===== config.mk =====
export PLATFORM = sky130hd
export DESIGN_NAME = interval_timer
export DESIGN_NICKNAME = d
export VERILOG_FILES = /design/src/rtl/interval_timer.sv
export SDC_FILE = /design/constraint.sdc
export NUM_CORES = 1
export LEC_CHECK = 0
export CORE_MARGIN = 1
export CORE_UTILIZATION = 40
export DETAILED_ROUTE_END_ITERATION = 10
export SYNTH_ARGS = -nofsm -noshare
export SYNTH_HDL_FRONTEND = slang
export SYNTH_SLANG_ARGS = --single-unit

===== constraint.sdc =====
create_clock -name clk -period 3.01 [get_ports clk]
set_input_delay 0.903 -clock clk [delete_from_list [all_inputs] [get_ports clk]]
set_output_delay 0.903 -clock clk [all_outputs]
set_load 0.02 [all_outputs]

===== src/rtl/interval_timer.sv =====
// Interval timer: a prescaler produces a base tick and a loadable down-counter counts ticks.
// Supports one-shot and periodic modes, pause/resume, abort, and remaining-count readout.
module interval_timer #(
  parameter int unsigned CLK_HZ  = 50_000_000,
  parameter int unsigned TICK_US = 1000,
  parameter int unsigned CNT_W   = 16
) (
  input  logic             clk,
  input  logic             rst_n,
  input  logic             start,
  input  logic             stop,
  input  logic             pause,
  input  logic             mode,
  input  logic [CNT_W-1:0] period,
  output logic             tick,
  output logic             done,
  output logic             busy,
  output logic [CNT_W-1:0] remaining
);

  localparam int unsigned PRESCALE = CLK_HZ / 1_000_000 * TICK_US;
  localparam int unsigned PS_W     = (PRESCALE > 2) ? $clog2(PRESCALE) : 1;
  localparam logic [PS_W-1:0] PS_LAST = PS_W'(PRESCALE - 1);

  localparam logic [1:0] S_IDLE   = 2'd0;
  localparam logic [1:0] S_RUN    = 2'd1;
  localparam logic [1:0] S_PAUSED = 2'd2;

  logic [1:0]       r_state;
  logic [PS_W-1:0]  r_presc;
  logic [CNT_W-1:0] r_rem;
  logic [CNT_W-1:0] r_period;
  logic             r_mode;
  logic             r_tick;
  logic             r_done;

  always_ff @(posedge clk or negedge rst_n) begin
    if (!rst_n) begin
      r_state  <= S_IDLE;
      r_presc  <= '0;
      r_rem    <= '0;
      r_period <= '0;
      r_mode   <= 1'b0;
      r_tick   <= 1'b0;
      r_done   <= 1'b0;
    end else begin
      r_tick <= 1'b0;
      r_done <= 1'b0;
      if (stop) begin
        r_state <= S_IDLE;
        r_presc <= '0;
        r_rem   <= '0;
      end else if (start) begin
        r_presc <= '0;
        if (period != '0) begin
          r_rem    <= period;
          r_period <= period;
          r_mode   <= mode;
          r_state  <= pause ? S_PAUSED : S_RUN;
        end else begin
          r_rem   <= '0;
          r_done  <= 1'b1;
          r_state <= S_IDLE;
        end
      end else if (r_state != S_IDLE) begin
        // The resume edge itself counts, so a pause of N cycles delays expiry by exactly N.
        if (pause) begin
          r_state <= S_PAUSED;
        end else begin
          r_state <= S_RUN;
          if (r_presc == PS_LAST) begin
            r_presc <= '0;
            r_tick  <= 1'b1;
            if (r_rem > CNT_W'(1)) begin
              r_rem <= r_rem - CNT_W'(1);
            end else begin
              r_done <= 1'b1;
              if (r_mode) begin
                r_rem <= r_period;
              end else begin
                r_rem   <= '0;
                r_state <= S_IDLE;
              end
            end
          end else begin
            r_presc <= r_presc + PS_W'(1);
          end
        end
      end
    end
  end

  assign tick      = r_tick;
  assign done      = r_done;
  assign busy      = (r_state != S_IDLE);
  assign remaining = r_rem;

endmodule


# Word level (Yosys, flattened, before mapping)
# Index checks and enable logic that the tools add are counted.
[op_classes]
add_sub_neg = 2
magnitude_cmp = 1
n_eq_ne = 2
muxes = 34
n_bitwise = 1
reduce_logical = 7
[op_table]
columns = ["cell", "count"]
rows = [
  ["16-bit two-way mux", 13],
  ["16-bit by 1-bit adder with 16-bit output (second input constant)", 1],
  ["16-bit == test (second input constant)", 1],
  ["16-bit by 1-bit > comparator with 1-bit output (second input constant)", 1],
  ["16-bit nonzero test", 1],
  ["16-bit by 1-bit subtractor with 16-bit output (second input constant)", 1],
  ["1-bit two-way mux", 15],
  ["2-bit two-way mux", 6],
  ["3-bit AND reduction", 2],
  ["3-bit nonzero test", 2],
  ["3-bit != test (second input constant)", 1],
  ["2-bit AND reduction", 1],
  ["2-bit nonzero test", 1],
  ["1-bit NOT", 1],
]
[word_totals]
regBits = 53
in_bits = 22
out_inout_bits = 19
wordCells = 54

# Longest topological paths before layout
# Gate-level depths: netlist (run 1).
[logic_depth]
ltp_word = 7
ltp_mapped = 8

# Least setup slack after synthesis (run 1)
# OpenSTA, ideal clock, no wires.
[synth_timing]
path_kind = "register to register"
from = "register r_rem[6], in the netlist remaining[6]"
to = "register r_rem[10], in the netlist remaining[10]"
setup_ns = 0.082
arrival_time_ns = 2.276
t_required_ns = 2.928
slack_ns = 0.652
stages_incl_launch_ff = 8
cell_sequence = "dfrtp_1 or4_1 buf_2 or3_4 nor2_4 buf_6 mux2_2 a31oi_1"
[synth_via]
elab_chain_cells = 7
[synth_rtl]
columns = ["item", "line", "rtl"]
rows = [
  ["start: declaration", "31", "logic [CNT_W-1:0] r_rem;"],
  ["start signal: assignment", "56", "r_rem <= period;"],
  ["start signal: assignment", "75", "r_rem <= r_rem - CNT_W'(1);"],
  ["start signal: assignment", "79", "r_rem <= r_period;"],
  ["16-bit by 1-bit subtractor with 16-bit output / 16-bit by 1-bit > comparator with 1-bit output (equally long branches)", "75, 74", ""],
  ["16-bit two-way mux (*)", "74", "if (r_rem > CNT_W'(1)) begin"],
  ["16-bit two-way mux (*)", "71", "if (r_presc == PS_LAST) begin"],
  ["16-bit two-way mux (*)", "67", "if (pause) begin"],
  ["16-bit two-way mux (*)", "65", "end else if (r_state != S_IDLE) begin"],
  ["16-bit two-way mux (*)", "53", "end else if (start) begin"],
  ["16-bit two-way mux (*)", "49", "if (stop) begin"],
]
# Mark *: on every way between the ends. The rest lies on a longest branch, timed or not. The select of a mux whose other input is x is not followed.
# A chain may end at the register's enable or synchronous reset.

# Worst setup path after layout (run 1)
[layout_timing]
from = "input port period[1]"
to = "register r_rem[7], in the netlist remaining[7]"
[layout_via]
elab_chain_cells = 4
[layout_rtl]
columns = ["item", "line", "rtl"]
rows = [
  ["start: declaration", "14", "input logic [CNT_W-1:0] period,"],
  ["16-bit nonzero test", "55", "if (period != '0) begin"],
  ["16-bit two-way mux", "55", ""],
  ["16-bit two-way mux", "53", ""],
  ["16-bit two-way mux", "49", ""],
]
# No other way between the ends.

==> flow_summary.toml, run 1 <==
[cts]
cts_max_path_buffers = 2
clk_pin_slew_ps = 90
cts_root_buf = "clkbuf_8"
clkLatencyLatePin_ps = 300
cts_tree = "built"
cts_hold_buf = 0
cts_setup_buffers = 0
cts_buffers = 5
cts_max_level = 2
post_cts_resized = 0
cts.sinks = 53

[grt]
met2_usage_pct = 38.0
antenna_found_initial = 0
grt_use_met3_pct = 3.54
grt_pass1_vias = 2595
grt_max_degree = 26
overflow = 0
grt_usage_pct = 22.6
busiest_layer = "met2"
grt_pass1_wl_um = 13300
grt_use_met1_pct = 30.3

[synthesis]
yosys_warnings = 0
postSynthCellCount = 352
synth_ff_type = "dfrtp_1"
synth_area_leaders = "dfrtp_1 44%, nand2_1 9.0%, nor2_1 4.5%"
ys_seq_area_share_pct = 44.2
synthTopCellsByCount = "72 x nand2_1, 53 x dfrtp_1, 36 x nor2_1"
syn_area_per_cell_um2 = 8.53
yosysTopAreaCell = "dfrtp_1"
ys_types = 49
async_reset_ff_share_pct = 100
synth_most_common_cell = "nand2_1"
yosysTopAreaCellShare_pct = 44.2
syn_area_um2 = 3000
ys_ff_latch = 53
synth_edf_count = 0
synth.net_count = 377

[power]
powerDensity_nw_per_um2 = 435
seq_power_share_pct = 51.7
power.internal_mw = 1.10
clkPwrFrac_pct = 26.1
p_comb_share_pct = 22.2
switching_power_mw = 0.490
peakVddDrop_mv = 0.191
leakage_nw = 1.57
sw_frac_of_total_pct = 30.8

[drt]
vias_per_cell = 5.63
postRouteAntennaNets = 0
drc = 0
vias = 2798
wl_per_cell_um = 16.9
first_pass_iters = 4
drt_iter0_drc = 180
wl_um = 8390

[cells_and_area]
syn2layout_area_growth_pct = 22.0
antennaDiodeCount = 0
final_layout_size_suffix_gt1_share_pct = 9.30
fin_util_pct = 50.5
finalNonFillerCells = 497
fin_nets = 423

[sta]
setup_slack_ps = 495
rsz0062_at_grt = "false"
relSlewSlack_pct = 52.3
fmax_mhz = 398
tightest_slew_ps = 709
hold_viol_final = 0
worst_clock_skew_ps = 9.04
finalCritPeriodShare_pct = 83.5
period_needed_ps = 2510
hold-worst-slack_ps = 484
fin_setup_tns_ps = 0
final-max-slew-violation-count = 0
final-setup-viol-count = 0

[setup_path]
cp.arrival_ps = 2690
startpoint_type = "input pin"
rrSetupSlack_ps = 500
required_ps = 3180
endpoint_kind = "register"
critPathKind = "input pin to register"
path_max_fanout = 12

[placement]
dp_slack_ps = 207
gp_congestion = 0.883
dpl.hpwl_um = 6130
numPortBuffers = 40
dp.cells = 490

[floorplan]
initial_utilization_pct = 41.4
die_w_um = 88.6
ios = 41
rows = 31
dieArea_um2 = 7860
die_h_um = 88.6
core_area_um2 = 7250

[run_status]
outcome = "finished clean"

[min_path]
hold_path.class = "register to register"

[run]
cap_violations = 0
==> state kept, by name (all words and copies together), names as in the netlist <==
signal     flops
done           1
r_mode         1
r_period      16
r_presc       16
r_state        2
remaining     16
tick           1
==> power by group through the flow <==
| stage | registers [mW] | logic, mW | clock network (mW) |
|---|---|---|---|
| finish | 0.824 | 0.353 | 0.416 |
| global route | 0.831 | 0.386 | 0.456 |
| CTS | 0.823 | 0.353 | 0.429 |
| detailed placement | 0.837 | 0.352 | 0 |
| global placement | 0.836 | 0.350 | 0 |
| floorplan | 0.836 | 0.193 | 0 |
==> logic make-up (layout without fill, tap and decap cells) <==
group	Yosys count	count (layout)	synth area share, %
compound gates	72	72	15.8
xor+xnor	19	19	5.54
fa+ha+maj	3	3	1.25
buf+inv	21	67	3.21
flops	53	53	44.2
mux	4	4	1.50
simple gates	180	180	28.6
==> placed cells by master (no fill, tap or decap), types with 12 or more instances in the layout <==
cell	count
buf_4	15
dfrtp_1	53
nand2_1	72
nor2_1	36
nand3_1	12
o21ai_0	15
xor2_1	13
clkdlybuf4s50_1	39
a31oi_1	19
==> layer usage <==
metal | share of wire, % | vias up
li1 | - | 1359
met1 | 45 | 1351
met2 | 48 | 80
met3 | 5.1 | 8
met4 | 1.1 | 0
met5 | 0 | -
==> through the flow <==
stage | cell area [um^2] | total power [mW]
after floorplan | 3000 | 1.03
after global placement | 3580 | 1.19
after detailed placement | 3580 | 1.19
after CTS | 3660 | 1.60
after global routing | 3660 | 1.67
final | 3660 | 1.59
==> final timing paths <==
| kind | from | to | cells past startpoint |
|---|---|---|---|
| min | r_period[5] | r_period[5] | 2 |
| min in group asynchronous | rst_n | r_period[0] | 1 |
| max reg2reg | remaining[6] | remaining[7] | 5 |
| min reg2reg | r_period[5] | r_period[5] | 2 |
| max in group asynchronous | rst_n | r_period[4] | 2 |
| max | period[1] | remaining[7] | 7 |
==> critical path, cell delays in order <==
cell and delay, ps:
clkdlybuf4s50_1 440, nor4_1 490, a41oi_1 240, buf_4 240, nand2_1 100, a21boi_0 190
o31ai_1 100
==> layout make-up <==
class	count	area [um^2]
repair buffers	56	528
multi-input cells	278	1580
fillers	718	3590
clock buffers	7	86.3
flip-flops and latches	53	1330
well taps	99	124
inverters	4	15.0
Note: power is estimated with default switching activity, not from simulation.
==> inputs of run 2 (changes only) <==
==> constraint.sdc (replaced) <==
create_clock -name clk -period 2.15 [get_ports clk]
set_input_delay 0.645 -clock clk [delete_from_list [all_inputs] [get_ports clk]]
set_output_delay 0.645 -clock clk [all_outputs]
set_load 0.02 [all_outputs]
==> run 2 against run 1 <==
Net effect: the run now ends with setup timing left; flip-flop and latch count stayed put; clock skew is 4.7 ps higher; clock power up 72%; sequential share of layout area fell by 4.7 points; power rose by 56%; non-clock buffer count rose by 54; largest power group unchanged; highest routed layer unchanged.
==> flow_summary.toml, run 2 (same netlist as run 1, synthesis figures left out) <==
[cts]
clkLatencyLatePin_ps = 310
cts_root_buf = "clkbuf_8"
cts.sinks = 53
cts_max_level = 2
cts_tree = "built"
cts_max_path_buffers = 2
cts_buffers = 5
clk_pin_slew_ps = 100

[cells_and_area]
final_common_cell = "nand2_1"
syn2layout_area_growth_pct = 40.3
antennaDiodeCount = 0
register_area_um2 = 1330
multi_input_area_um2 = 1630
fin_util_pct = 58.1
fill_cells = 680
final_cell_mix = "72 x nand2_1, 65 x buf_4, 51 x dfrtp_1"
design_area_um2 = 4210
finalNonFillerCells = 552
fin_nets = 477
final_layout_size_suffix_gt1_share_pct = 22.5

[setup_path]
critPathKind = "register to register"
crit_path_top_delay_cell = "or4_4"
cp.arrival_ps = 2430
path_cells = "or4_4 -> or3_4 -> nor2_4 -> buf_4 -> mux2_4 -> a31oi_1"
critical_path.max_stage_delay_ps = 540
path_max_fanout = 6
required_ps = 2380
endpoint_kind = "register"
startpoint_type = "register"

[grt]
grt_pass1_wl_um = 14400
grt_usage_pct = 24.2
grt_pass1_vias = 2974
overflow = 0
grt_max_degree = 40
antenna_found_initial = 0

[sta]
rsz0062_at_grt = "true"
final-setup-viol-count = 6
period_needed_ps = 2200
worst_clock_skew_ps = 13.7
final-max-slew-violation-count = 0
hold_viol_final = 0
setup_slack_ps = -52.0
tightest_slew_ps = 492
relSlewSlack_pct = 67.2
finalCritPeriodShare_pct = 102
fmax_mhz = 454

[drt]
drt_iter0_drc = 141
vias_per_cell = 5.53
drc = 0
first_pass_iters = 4
postRouteAntennaNets = 0
wl_um = 8880
wl_per_cell_um = 16.1
vias = 3055

[power]
powerDensity_nw_per_um2 = 591
switching_power_mw = 0.728
seq_power_share_pct = 45.1
leakage_nw = 1.93
clkPwrFrac_pct = 28.7
p_comb_share_pct = 26.2
power.internal_mw = 1.76
peakVddDrop_mv = 0.462
sw_frac_of_total_pct = 29.3

[min_path]
hold_path.class = "input pin to asynchronous set/reset pin"

[run_status]
outcome = "complete, but fails checks"
violations = "setup timing"

[placement]
dpl.hpwl_um = 6550
numPortBuffers = 40
dp.cells = 541
gp_congestion = 0.890
place_area_um2 = 4020

[floorplan]
ios = 41
die_h_um = 88.6
initial_utilization_pct = 41.4
die_w_um = 88.6
rows = 31
core_area_um2 = 7250
dieArea_um2 = 7860

[run]
cap_violations = 0
[run 2: cell count changes in the layout (fill, tap and decap cells not counted), moves of 4 or more]
cell,change
buf_12,+4
buf_4,+50
clkdlybuf4s50_1,-5
dlymetal6s2s_1,+4
[run 2: repair_timing]
action | CTS | global route
gates resized for setup | 2 | 11
endpoints found under the setup margin | 6 | 13
hold buffers | 0 | 0
pin swaps | 1 | 3
setup buffers | 0 | 3
[run 2: stage by stage]
step	setup WS (ps)	setup TNS, ps	hold slack (ps)	total power [mW]
final	-52.0	-227	235	2.49
after CTS	-74.7	-184	238	2.51
after global placement	-285	-6590	449	1.77
after floorplan	-165	-503	349	1.45
after detailed placement	-288	-5870	459	1.78
after global routing	-142	-852	258	2.61
[run 2: final timing paths]
| path | startpoint | to | slack (ps) | depth (start not counted) |
|---|---|---|---|---|
| setup / recovery | remaining[4] | remaining[6] | -50 | 6 |
| min in group clk | r_period[2] | r_period[2] | 490 | 2 |
| setup reg to reg | remaining[4] | remaining[6] | -50 | 6 |
| hold reg to reg | r_period[2] | r_period[2] | 490 | 2 |
| max in group asynchronous | rst_n | remaining[6] | 1350 | 2 |
| hold / removal | rst_n | remaining[3] | 230 | 1 |
[run 2: per-layer routing]
layer / global-route usage, % / wire, um
met1: 30.5 / 3870
met2: 42.4 / 4460
met3: 3.54 / 376
met4: 8.65 / 176
met5: 0 / 0
[run 2: power groups by stage]
stage	combinational (mW)	clock, mW	sequential [mW]
after floorplan	0.278	0	1.17
after global placement	0.632	0	1.14
after detailed placement	0.638	0	1.14
after CTS	0.643	0.743	1.12
after global routing	0.706	0.778	1.13
final	0.651	0.715	1.12
[run 2: critical path, delay by kind of cell (launching register included)]
kind	cells	cell delay, ps
simple gates	3	1110
flops	1	410
mux	1	280
buf+inv	1	150
compound gates	1	150
[run 2: layout make-up]
class | instances | area share [%]
clock buffer | 6 | 1.96
tap | 99 | 2.94
inverter | 4 | 0.356
multi-input combinational | 278 | 38.8
timing repair buffer | 110 | 23.6
clock inverter | 2 | 0.891
sequential | 53 | 31.5
